$ cat src/rtl/bst_mem_pkg.sv
// Shared types for the BST memory path.
// REQ_INS / REQ_SRCH identify the two requesters on the shared memory port.
// req_t bundles one request at the default widths.
// arb_state_t is the arbiter grant-lock state.
package bst_mem_pkg;

   localparam int BST_ADDR_W  = 16;
   localparam int BST_DATA_W  = 32;
   localparam int BST_MAX_OUT = 8;

   typedef enum logic {REQ_INS = 1'b0, REQ_SRCH = 1'b1} req_id_t;

   typedef struct packed {
      logic                  rd;
      logic                  wr;
      logic [BST_ADDR_W-1:0] addr;
      logic [BST_DATA_W-1:0] wr_data;
   } req_t;

   typedef enum logic {ARB_OPEN = 1'b0, ARB_LOCKED = 1'b1} arb_state_t;

endpackage

$ cat src/rtl/rd_tag_fifo.sv
// Tag FIFO that records which requester issued each outstanding read.
// The width is 1 bit and dout is first-word fall-through.
// Ports:
//   aclk, aresetn  clock and async active-low reset
//   push, din      write one tag
//   pop            drop the head tag; dout is the current head
//   full, empty    occupancy flags
// Push while full is legal only together with pop. The arbiter guarantees this.
module rd_tag_fifo #(
   parameter int DEPTH = 8
) (
   input  logic aclk,
   input  logic aresetn,
   input  logic push,
   input  logic pop,
   input  logic din,
   output logic dout,
   output logic full,
   output logic empty
);

   localparam int AW = $clog2(DEPTH);

   // One extra pointer bit tells full apart from empty when the indices match.
   logic [AW:0]      r_wr_ptr;
   logic [AW:0]      r_rd_ptr;
   logic [DEPTH-1:0] r_mem;

   always_ff @(posedge aclk or negedge aresetn) begin
      if (!aresetn) begin
         r_wr_ptr <= '0;
         r_rd_ptr <= '0;
         r_mem    <= '0;
      end else begin
         if (push) begin
            r_mem[r_wr_ptr[AW-1:0]] <= din;
            r_wr_ptr                <= r_wr_ptr + 1'b1;
         end
         if (pop) begin
            r_rd_ptr <= r_rd_ptr + 1'b1;
         end
      end
   end

   assign empty = (r_wr_ptr == r_rd_ptr);
   assign full  = (r_wr_ptr[AW] != r_rd_ptr[AW]) &&
                  (r_wr_ptr[AW-1:0] == r_rd_ptr[AW-1:0]);
   assign dout  = r_mem[r_rd_ptr[AW-1:0]];

endmodule

$ cat src/rtl/mem_request_arbiter.sv
// Round-robin merge of the insert/delete engine (ins_*) and the search engine
// (srch_*) onto the single mem_* request port.
// Read data comes back in order and is returned to whichever engine issued the read.
// Ports:
//   aclk, aresetn                      clock, async active-low reset
//   ins_* / srch_*                     per-engine request and read-return signals
//   mem_valid/ready/rd/wr/addr/wr_data request port toward memory_driver
//   mem_rd_valid/mem_rd_data           in-order read response
//   err_unexp_rd, err_illegal          sticky protocol error flags
//
// state      | meaning
// ARB_OPEN   | no grant held; winner picked combinationally each cycle
// ARB_LOCKED | grant_q presented last cycle without mem_ready; keep driving it
module mem_request_arbiter
   import bst_mem_pkg::*;
#(
   parameter int RAM_ADDR_WIDTH  = BST_ADDR_W,
   parameter int RAM_DATA_WIDTH  = BST_DATA_W,
   parameter int MAX_OUTSTANDING = BST_MAX_OUT
) (
   input  logic                      aclk,
   input  logic                      aresetn,
   input  logic                      ins_valid,
   output logic                      ins_ready,
   input  logic                      ins_rd,
   input  logic                      ins_wr,
   input  logic [RAM_ADDR_WIDTH-1:0] ins_addr,
   input  logic [RAM_DATA_WIDTH-1:0] ins_wr_data,
   output logic                      ins_rd_valid,
   output logic [RAM_DATA_WIDTH-1:0] ins_rd_data,
   input  logic                      srch_valid,
   output logic                      srch_ready,
   input  logic                      srch_rd,
   input  logic                      srch_wr,
   input  logic [RAM_ADDR_WIDTH-1:0] srch_addr,
   input  logic [RAM_DATA_WIDTH-1:0] srch_wr_data,
   output logic                      srch_rd_valid,
   output logic [RAM_DATA_WIDTH-1:0] srch_rd_data,
   output logic                      mem_valid,
   input  logic                      mem_ready,
   output logic                      mem_rd,
   output logic                      mem_wr,
   output logic [RAM_ADDR_WIDTH-1:0] mem_addr,
   output logic [RAM_DATA_WIDTH-1:0] mem_wr_data,
   input  logic                      mem_rd_valid,
   input  logic [RAM_DATA_WIDTH-1:0] mem_rd_data,
   output logic                      err_unexp_rd,
   output logic                      err_illegal
);

   arb_state_t r_state, w_state_nxt;
   req_id_t    r_grant, w_grant_nxt;
   req_id_t    r_rr_ptr, w_rr_nxt;
   req_id_t    w_winner;
   logic       w_win_valid;
   logic       w_hs;
   logic       w_full, w_empty, w_tag;
   logic       w_rd_blocked, w_cand_ins, w_cand_srch;
   logic       w_sel_ins, w_pop, w_push;

   // A response in this cycle frees a slot, so a full FIFO still takes a read.
   assign w_rd_blocked = w_full & ~mem_rd_valid;
   assign w_cand_ins   = ins_valid  & ~(ins_rd  & w_rd_blocked);
   assign w_cand_srch  = srch_valid & ~(srch_rd & w_rd_blocked);

   always_ff @(posedge aclk or negedge aresetn) begin
      if (!aresetn) begin
         r_state  <= ARB_OPEN;
         r_grant  <= REQ_INS;
         r_rr_ptr <= REQ_INS;
      end else begin
         r_state  <= w_state_nxt;
         r_grant  <= w_grant_nxt;
         r_rr_ptr <= w_rr_nxt;
      end
   end

   always_comb begin
      w_state_nxt = ARB_OPEN;
      w_grant_nxt = r_grant;
      w_rr_nxt    = r_rr_ptr;
      w_winner    = r_grant;
      w_win_valid = 1'b0;
      case (r_state)
         ARB_OPEN: begin
            if (w_cand_ins && w_cand_srch) w_winner = r_rr_ptr;
            else if (w_cand_srch)          w_winner = REQ_SRCH;
            else                           w_winner = REQ_INS;
            w_win_valid = w_cand_ins | w_cand_srch;
         end
         ARB_LOCKED: begin
            w_winner    = r_grant;
            w_win_valid = (r_grant == REQ_INS) ? ins_valid : srch_valid;
         end
         default: ;
      endcase
      // Outputs are held low while reset is asserted, not just after the next edge.
      mem_valid = w_win_valid & aresetn;
      w_hs      = mem_valid & mem_ready;
      if (mem_valid && !mem_ready) begin
         w_state_nxt = ARB_LOCKED;
         w_grant_nxt = w_winner;
      end else if (w_hs) begin
         w_rr_nxt = (w_winner == REQ_INS) ? REQ_SRCH : REQ_INS;
      end
   end

   assign w_sel_ins   = (w_winner == REQ_INS);
   assign mem_rd      = mem_valid & (w_sel_ins ? ins_rd : srch_rd);
   assign mem_wr      = mem_valid & (w_sel_ins ? ins_wr : srch_wr);
   assign mem_addr    = mem_valid ? (w_sel_ins ? ins_addr : srch_addr) : '0;
   assign mem_wr_data = mem_valid ? (w_sel_ins ? ins_wr_data : srch_wr_data) : '0;
   assign ins_ready   = w_hs &  w_sel_ins;
   assign srch_ready  = w_hs & ~w_sel_ins;

   assign w_push = w_hs & mem_rd;
   assign w_pop  = mem_rd_valid & ~w_empty & aresetn;

   rd_tag_fifo #(.DEPTH(MAX_OUTSTANDING)) u_tag_fifo (
      .aclk   (aclk),
      .aresetn(aresetn),
      .push   (w_push),
      .pop    (w_pop),
      .din    (w_winner == REQ_SRCH),
      .dout   (w_tag),
      .full   (w_full),
      .empty  (w_empty)
   );

   assign ins_rd_valid  = w_pop & ~w_tag;
   assign srch_rd_valid = w_pop &  w_tag;
   assign ins_rd_data   = ins_rd_valid  ? mem_rd_data : '0;
   assign srch_rd_data  = srch_rd_valid ? mem_rd_data : '0;

   always_ff @(posedge aclk or negedge aresetn) begin
      if (!aresetn) begin
         err_unexp_rd <= 1'b0;
         err_illegal  <= 1'b0;
      end else begin
         if (mem_rd_valid && w_empty) err_unexp_rd <= 1'b1;
         if (w_hs && (mem_rd == mem_wr)) err_illegal <= 1'b1;
      end
   end

endmodule

$ cat config.mk
export PLATFORM = sky130hd
export DESIGN_NAME = mem_request_arbiter
export DESIGN_NICKNAME = d
export VERILOG_FILES = /design/src/rtl/bst_mem_pkg.sv /design/src/rtl/rd_tag_fifo.sv /design/src/rtl/mem_request_arbiter.sv
export SDC_FILE = /design/constraint.sdc
export NUM_CORES = 1
export LEC_CHECK = 0
export BUFFER_PORTS_ARGS = -buffer_cell sky130_fd_sc_hd__buf_4
export CAP_MARGIN = 20
export CELL_PAD_IN_SITES_DETAIL_PLACEMENT = 1
export CELL_PAD_IN_SITES_GLOBAL_PLACEMENT = 2
export CORE_MARGIN = 2
export CORE_UTILIZATION = 16
export CTS_CLUSTER_SIZE = 24
export DETAILED_ROUTE_END_ITERATION = 7
export GPL_TIMING_DRIVEN = 0
export PLACE_DENSITY_LB_ADDON = 0.08
export SLEW_MARGIN = 20
export SYNTH_ARGS = -nofsm -noshare
export SYNTH_HDL_FRONTEND = slang
export SYNTH_SLANG_ARGS = --single-unit
$ cat constraint.sdc
create_clock -name aclk -period 7.7 [get_ports aclk]
set_input_delay 1.54 -clock aclk [delete_from_list [all_inputs] [get_ports aclk]]
set_output_delay 1.54 -clock aclk [all_outputs]
set_load 0.01 [all_outputs]
; ---- After elaboration in Yosys (flattened, before gate mapping)
; Index checks and enable logic that the tools add are counted.
[totals]
word_cells = 70
latch_bits = 0
mem_bits_rw = 0
output_inout_bits = 121
rom_bits = 0
regBits = 21
memories = 0
[classes]
add_sub_neg = 2
div_mod_pow = 0
mul = 0
order_cmp = 3
n_reduce_logical = 8
muxes = 20
n_eq_ne = 4
bitwise = 25
shift = 0
[ops]
columns = operator, n
row1 = 32-bit 2-to-1 mux, 4
row2 = 16-bit 2-to-1 mux, 2
row3 = 1-bit AND, 16
row4 = 1-bit 2-to-1 mux, 9
row5 = "4-bit by 1-bit adder with 4-bit output, second input constant", 2
row6 = 8-bit bitwise mux, 1
row7 = "3-bit by 4-bit less-than comparator with 1-bit output, second input constant", 2
row8 = 1-bit NOT, 8
row9 = 1-bit logical AND, 6
row10 = 4-bit equality test, 1
row11 = 1-bit one-hot mux with 2 select lines, 2
row12 = 1-bit binary-select mux with 3-bit select, 1
row13 = 1-bit demux with 3-bit select, 1
row14 = 3-bit equality test, 1
row15 = "3-bit by 1-bit greater-or-equal comparator with 1-bit output, second input constant", 1
row16 = 2-bit AND reduction, 1
row17 = 1-bit equality test, 1
row18 = 1-bit zero test, 1
row19 = 1-bit != test, 1
row20 = 1-bit OR, 1

; ---- Longest topological paths before layout
[depth]
ltp_word = 13
ltp_mapped = 9
depth_no_buf = 8

; ---- Modules after synthesis
; Synthesis repeated with hierarchy kept, for this count alone.
[unflattened]
cells_unflattened = 278
hier_area_um2 = 2332.2
[by_module_without_submodules]
columns = mod, cells_each, n_inst, area_each_um2, seq_area_each_um2
row1 = mem_request_arbiter, 219, 1, 1514.0, 125.1
row2 = rd_tag_fifo, 59, 1, 818.3, 400.4

; ---- Worst setup path before layout
; No wires, ideal clock.
[synth_timing]
kind = input-to-output
start = input mem_rd_valid
end = output mem_wr
t_arrival_ns = 2.937
cell_stages = 7
setup_slack_ns = 3.223
required_ns = 6.160
cell_sequence = nor3b_2 a21oi_2 o41ai_4 buf_2 buf_4 nand2_1 a21oi_1
[synth_via]
elab_chain_cells = 10
[synth_rtl]
columns = item, line
row1 = "start, declared", mem_request_arbiter.sv:45  ; input logic mem_rd_valid,
row2 = 1-bit NOT (*), mem_request_arbiter.sv:62  ; assign w_rd_blocked = w_full & ~mem_rd_valid;
row3 = 1-bit AND (*), mem_request_arbiter.sv:62
row4 = "1-bit AND, on equally long branches", "mem_request_arbiter.sv:64, mem_request_arbiter.sv:63"
row5 = "1-bit NOT, on equally long branches", "mem_request_arbiter.sv:64, mem_request_arbiter.sv:63"
row6 = "1-bit AND, on equally long branches", "mem_request_arbiter.sv:64, mem_request_arbiter.sv:63"
row7 = 1-bit 2-to-1 mux or 1-bit logical AND (tied branches), "mem_request_arbiter.sv:87, mem_request_arbiter.sv:86"
row8 = 1-bit 2-to-1 mux, mem_request_arbiter.sv:86  ; if (w_cand_ins && w_cand_srch) w_winner = r_rr_ptr;
row9 = 1-bit one-hot mux with 2 select lines, mem_request_arbiter.sv:84  ; case (r_state)
row10 = 1-bit 2-to-1 mux, mem_request_arbiter.sv:110  ; assign mem_wr = mem_valid & (w_sel_ins ? ins_wr : srch_wr);
row11 = 1-bit AND (*), mem_request_arbiter.sv:110
row12 = "end, declared", mem_request_arbiter.sv:42  ; output logic mem_wr,
; Mark *: on every way between the ends. The rest lies on a longest branch, timed or not.

; ---- Worst setup path after layout
[layout_timing]
start = input aresetn
end = output srch_rd_data[11]
[layout_via]
elab_chain_cells = 3
[layout_rtl]
columns = item, line
row1 = "start, declared", mem_request_arbiter.sv:22  ; input logic aresetn,
row2 = 1-bit AND, mem_request_arbiter.sv:117  ; assign w_pop = mem_rd_valid & ~w_empty & aresetn;
row3 = 1-bit AND, mem_request_arbiter.sv:131  ; assign srch_rd_valid = w_pop & w_tag;
row4 = 32-bit 2-to-1 mux, mem_request_arbiter.sv:133  ; assign srch_rd_data = srch_rd_valid ? mem_rd_data : '0;
row5 = "end, declared", mem_request_arbiter.sv:38  ; output logic [RAM_DATA_WIDTH-1:0] srch_rd_data,
; No other way between the ends.

==> impl_metrics.env <==
export IMPL_status="complete, no violations"
export IMPL_worstSetupPathType="in2out"
export IMPL_grt_max_degree=25
export IMPL_drc_errors=0
export IMPL_hold_buffers=0
export IMPL_cp_top_family="buffers and inverters"
export IMPL_cpMaxStageDelayCell="clkbuf_1"
export IMPL_cpPeakStageDelay_ns=0.37
export IMPL_r2r_cells=8
export IMPL_die_area_um2=16000
export IMPL_finalSetupTns_ns=0
export IMPL_synth_edf_count=0
export IMPL_pwr_share_comb=0.667
export IMPL_worstPathArrival_ns=3.54
export IMPL_switching_share=0.451
export IMPL_drive_gt1_frac=0.455
export IMPL_clkTransAtPathRegs_ns=0.06
export IMPL_start_kind="input port"
export IMPL_cts_buffers=3
export IMPL_grt_pass1_wl_mm=20.0
export IMPL_cp_startpoint="aresetn"
export IMPL_clk_latency_ns=0.26
export IMPL_hold_viol_final=0
export IMPL_cts_tree="yes"
export IMPL_layout_common_cells="buf_4 (259), nand2_1 (107), a21oi_1 (55), and3_1 (35), and2_1 (34)"
export IMPL_initial_utilization=0.164
export IMPL_syn_nets=502
export IMPL_relSlewSlack=0.599
export IMPL_maxCapViolCount=0
export IMPL_synthArstFlopShare=1.00
export IMPL_fin_crit_ns=5.08
export IMPL_gp_congestion=0.798
export IMPL_dp_slack_ns=2.53
export IMPL_drt_wl_total_mm=13.3
export IMPL_wl_per_cell_um=16.4
export IMPL_synth_yosys_seq_area_share=0.219
export IMPL_grt_pass1_vias=3568
export IMPL_ys_warn_count=0
export IMPL_hold_path_depth=1
export IMPL_dr_pass1_iters=4
export IMPL_yosysUniqueCellTypes=40
export IMPL_hold_end="err_unexp_rd$_DFFE_PN0P_"
export IMPL_rows=44
export IMPL_dpl_cell_area_um2=4560
export IMPL_crit_buf_inv=4
export IMPL_syn_inst=362
export IMPL_mostFrequentLayoutCell="buf_4"
export IMPL_worst_clock_skew_ns=0.00321
export IMPL_min_path_type="reg2reg"
export IMPL_power_density_nw_per_um2=183
export IMPL_cts_resized=0
export IMPL_grtUsageTotal=0.155
export IMPL_endpoint_kind="output pin"
export IMPL_r2r_start="u_tag_fifo.r_wr_ptr[0]$_DFFE_PN0P_"
export IMPL_viasPerCell=4.33
export IMPL_intPower_uw=466
export IMPL_portBuffers=258
export IMPL_die_w_um=126
export IMPL_area_growth_pct=93.8
export IMPL_cts_max_level=1
export IMPL_cp_data_required_time_ns=6.16
export IMPL_grt_overflow_total=0
export IMPL_cts_buffer_depth=2
export IMPL_p_switching_uw=383
export IMPL_fp_dieH_um=126
export IMPL_path_max_fanout=24
export IMPL_cts_sinks=21
export IMPL_post_cts_setup_buffer_count=0
export IMPL_min_from="err_unexp_rd$_DFFE_PN0P_"
export IMPL_antenna_found_initial=0
export IMPL_crit_chain="buf_4 > nand2_1 > a21oi_1 > clkbuf_1 > nor2b_1 > clkbuf_1 > and2_1 > buf_4"
export IMPL_synth_area_per_cell_um2=6.62
export IMPL_via_count=3498
export IMPL_r2r_slack_ns=4.89
export IMPL_ys_seq_elements=21
export IMPL_p_seq_frac=0.199
export IMPL_syn_area_um2=2400
export IMPL_fin_nets=765
export IMPL_n_fill_cell=1822
export IMPL_r2r_end="u_tag_fifo.r_wr_ptr[1]$_DFFE_PN0P_"
export IMPL_synth_main_ff_cell="dfrtp_1"
export IMPL_clock_fmax_mhz=197
export IMPL_p_clk_frac=0.134
export IMPL_clock_root_buffer="clkbuf_16"
export IMPL_leakage_uw=0.00246
export IMPL_final_area_um2=4640
export IMPL_postLayoutCoreUtil=0.318
export IMPL_antenna_left=0
export IMPL_core_area_um2=14600
export IMPL_rsz0062_at_grt="false"
export IMPL_setup_ws_ns=2.62
export IMPL_hpwl_mm=11.2
export IMPL_io_pins=259
export IMPL_num_antenna_cells=0
export IMPL_timing_final_max_slew_violations=0
export IMPL_worst_pin_slew_ns=0.585
export IMPL_finalSetupViolCount=0
export IMPL_period_share=0.660
export IMPL_drt_initial_drc_count=104
export IMPL_peakVddDrop_v=0.0000908
## kinds of logic after synthesis
| group | synth area share |
|---|---|
| mux | 0.0407 |
| buf+inv | 0.0574 |
| flops | 0.219 |
| compound gates | 0.204 |
| fa+ha+maj | 0.0104 |
| xor+xnor | 0.0439 |
| simple gates | 0.425 |
## worst max-delay path by stage
stage	to	slack (ns)	cells past startpoint
finish	srch_rd_data[11]	2.62	8
global route	srch_rd_data[11]	2.34	8
CTS	srch_rd_data[11]	2.54	8
detailed placement	srch_rd_data[11]	2.53	8
global placement	srch_rd_data[11]	2.59	8
floorplan	mem_wr	3.22	7
## cell usage after synthesis (2+ instances only)
cell type  count  area share
a21oi_1       55        0.11
a31oi_1        4       0.010
a32oi_1        2      0.0073
and2_1        34       0.089
and3_1        35       0.091
buf_2          8       0.017
clkbuf_1      22       0.034
dfrtp_1       21        0.22
ha_1           2       0.010
inv_1          2      0.0031
mux2i_1        3       0.013
mux4_2         2       0.019
nand2_1      107        0.17
nand2b_1       3      0.0078
nand3_1        4      0.0084
nor2_1         6      0.0094
nor2b_1        3      0.0078
o21ai_0       16       0.033
or2_2          2      0.0052
xnor2_1        6       0.022
xor2_1         6       0.022
## flip-flops by register name, indices dropped and copies added (netlist names)
name                 count
r_rr_ptr                 1
u_tag_fifo.r_rd_ptr      4
err_illegal              1
u_tag_fifo.r_wr_ptr      4
r_grant                  1
r_state                  1
u_tag_fifo.r_mem         8
err_unexp_rd             1
## stage by stage
| step | total power [µW] | instances | hold slack (ns) |
|---|---|---|---|
| 5_1_grt | 923 | 808 | 0.491 |
| 4_1_cts | 865 | 808 | 0.473 |
| 6_report | 849 | 808 | 0.470 |
| 3_3_place_gp | 737 | 804 | 0.455 |
| 2_1_floorplan | 485 | 362 | 0.441 |
| 3_5_place_dp | 748 | 804 | 0.459 |
## metal layers
layer,GRT usage,part of all wire,vias to the layer above
met5,0,0,-
met4,0.0252,0.010,0
met3,0.0253,0.058,9
met2,0.283,0.51,139
met1,0.193,0.42,1601
li1,-,-,1749
## power groups by stage
stage	Clock, µW	Sequential, µW	Combinational, µW
after floorplan	0	164	321
after global placement	0	171	566
after detailed placement	0	172	576
after CTS	117	170	578
after global routing	119	175	629
final	114	169	566
## area by class of cell
class / instances / area, µm² / area share
clock inverters: 1 / 5.00 / 0.00108
clock buffers: 3 / 75.1 / 0.0162
repair buffers: 258 / 1940 / 0.417
plain buffers: 31 / 130 / 0.0280
multi-input cells: 308 / 1730 / 0.373
well taps: 184 / 230 / 0.0496
flip-flops and latches: 21 / 526 / 0.113
inverters: 2 / 7.51 / 0.00162
No activity file was read; power rests on OpenSTA's default activity.
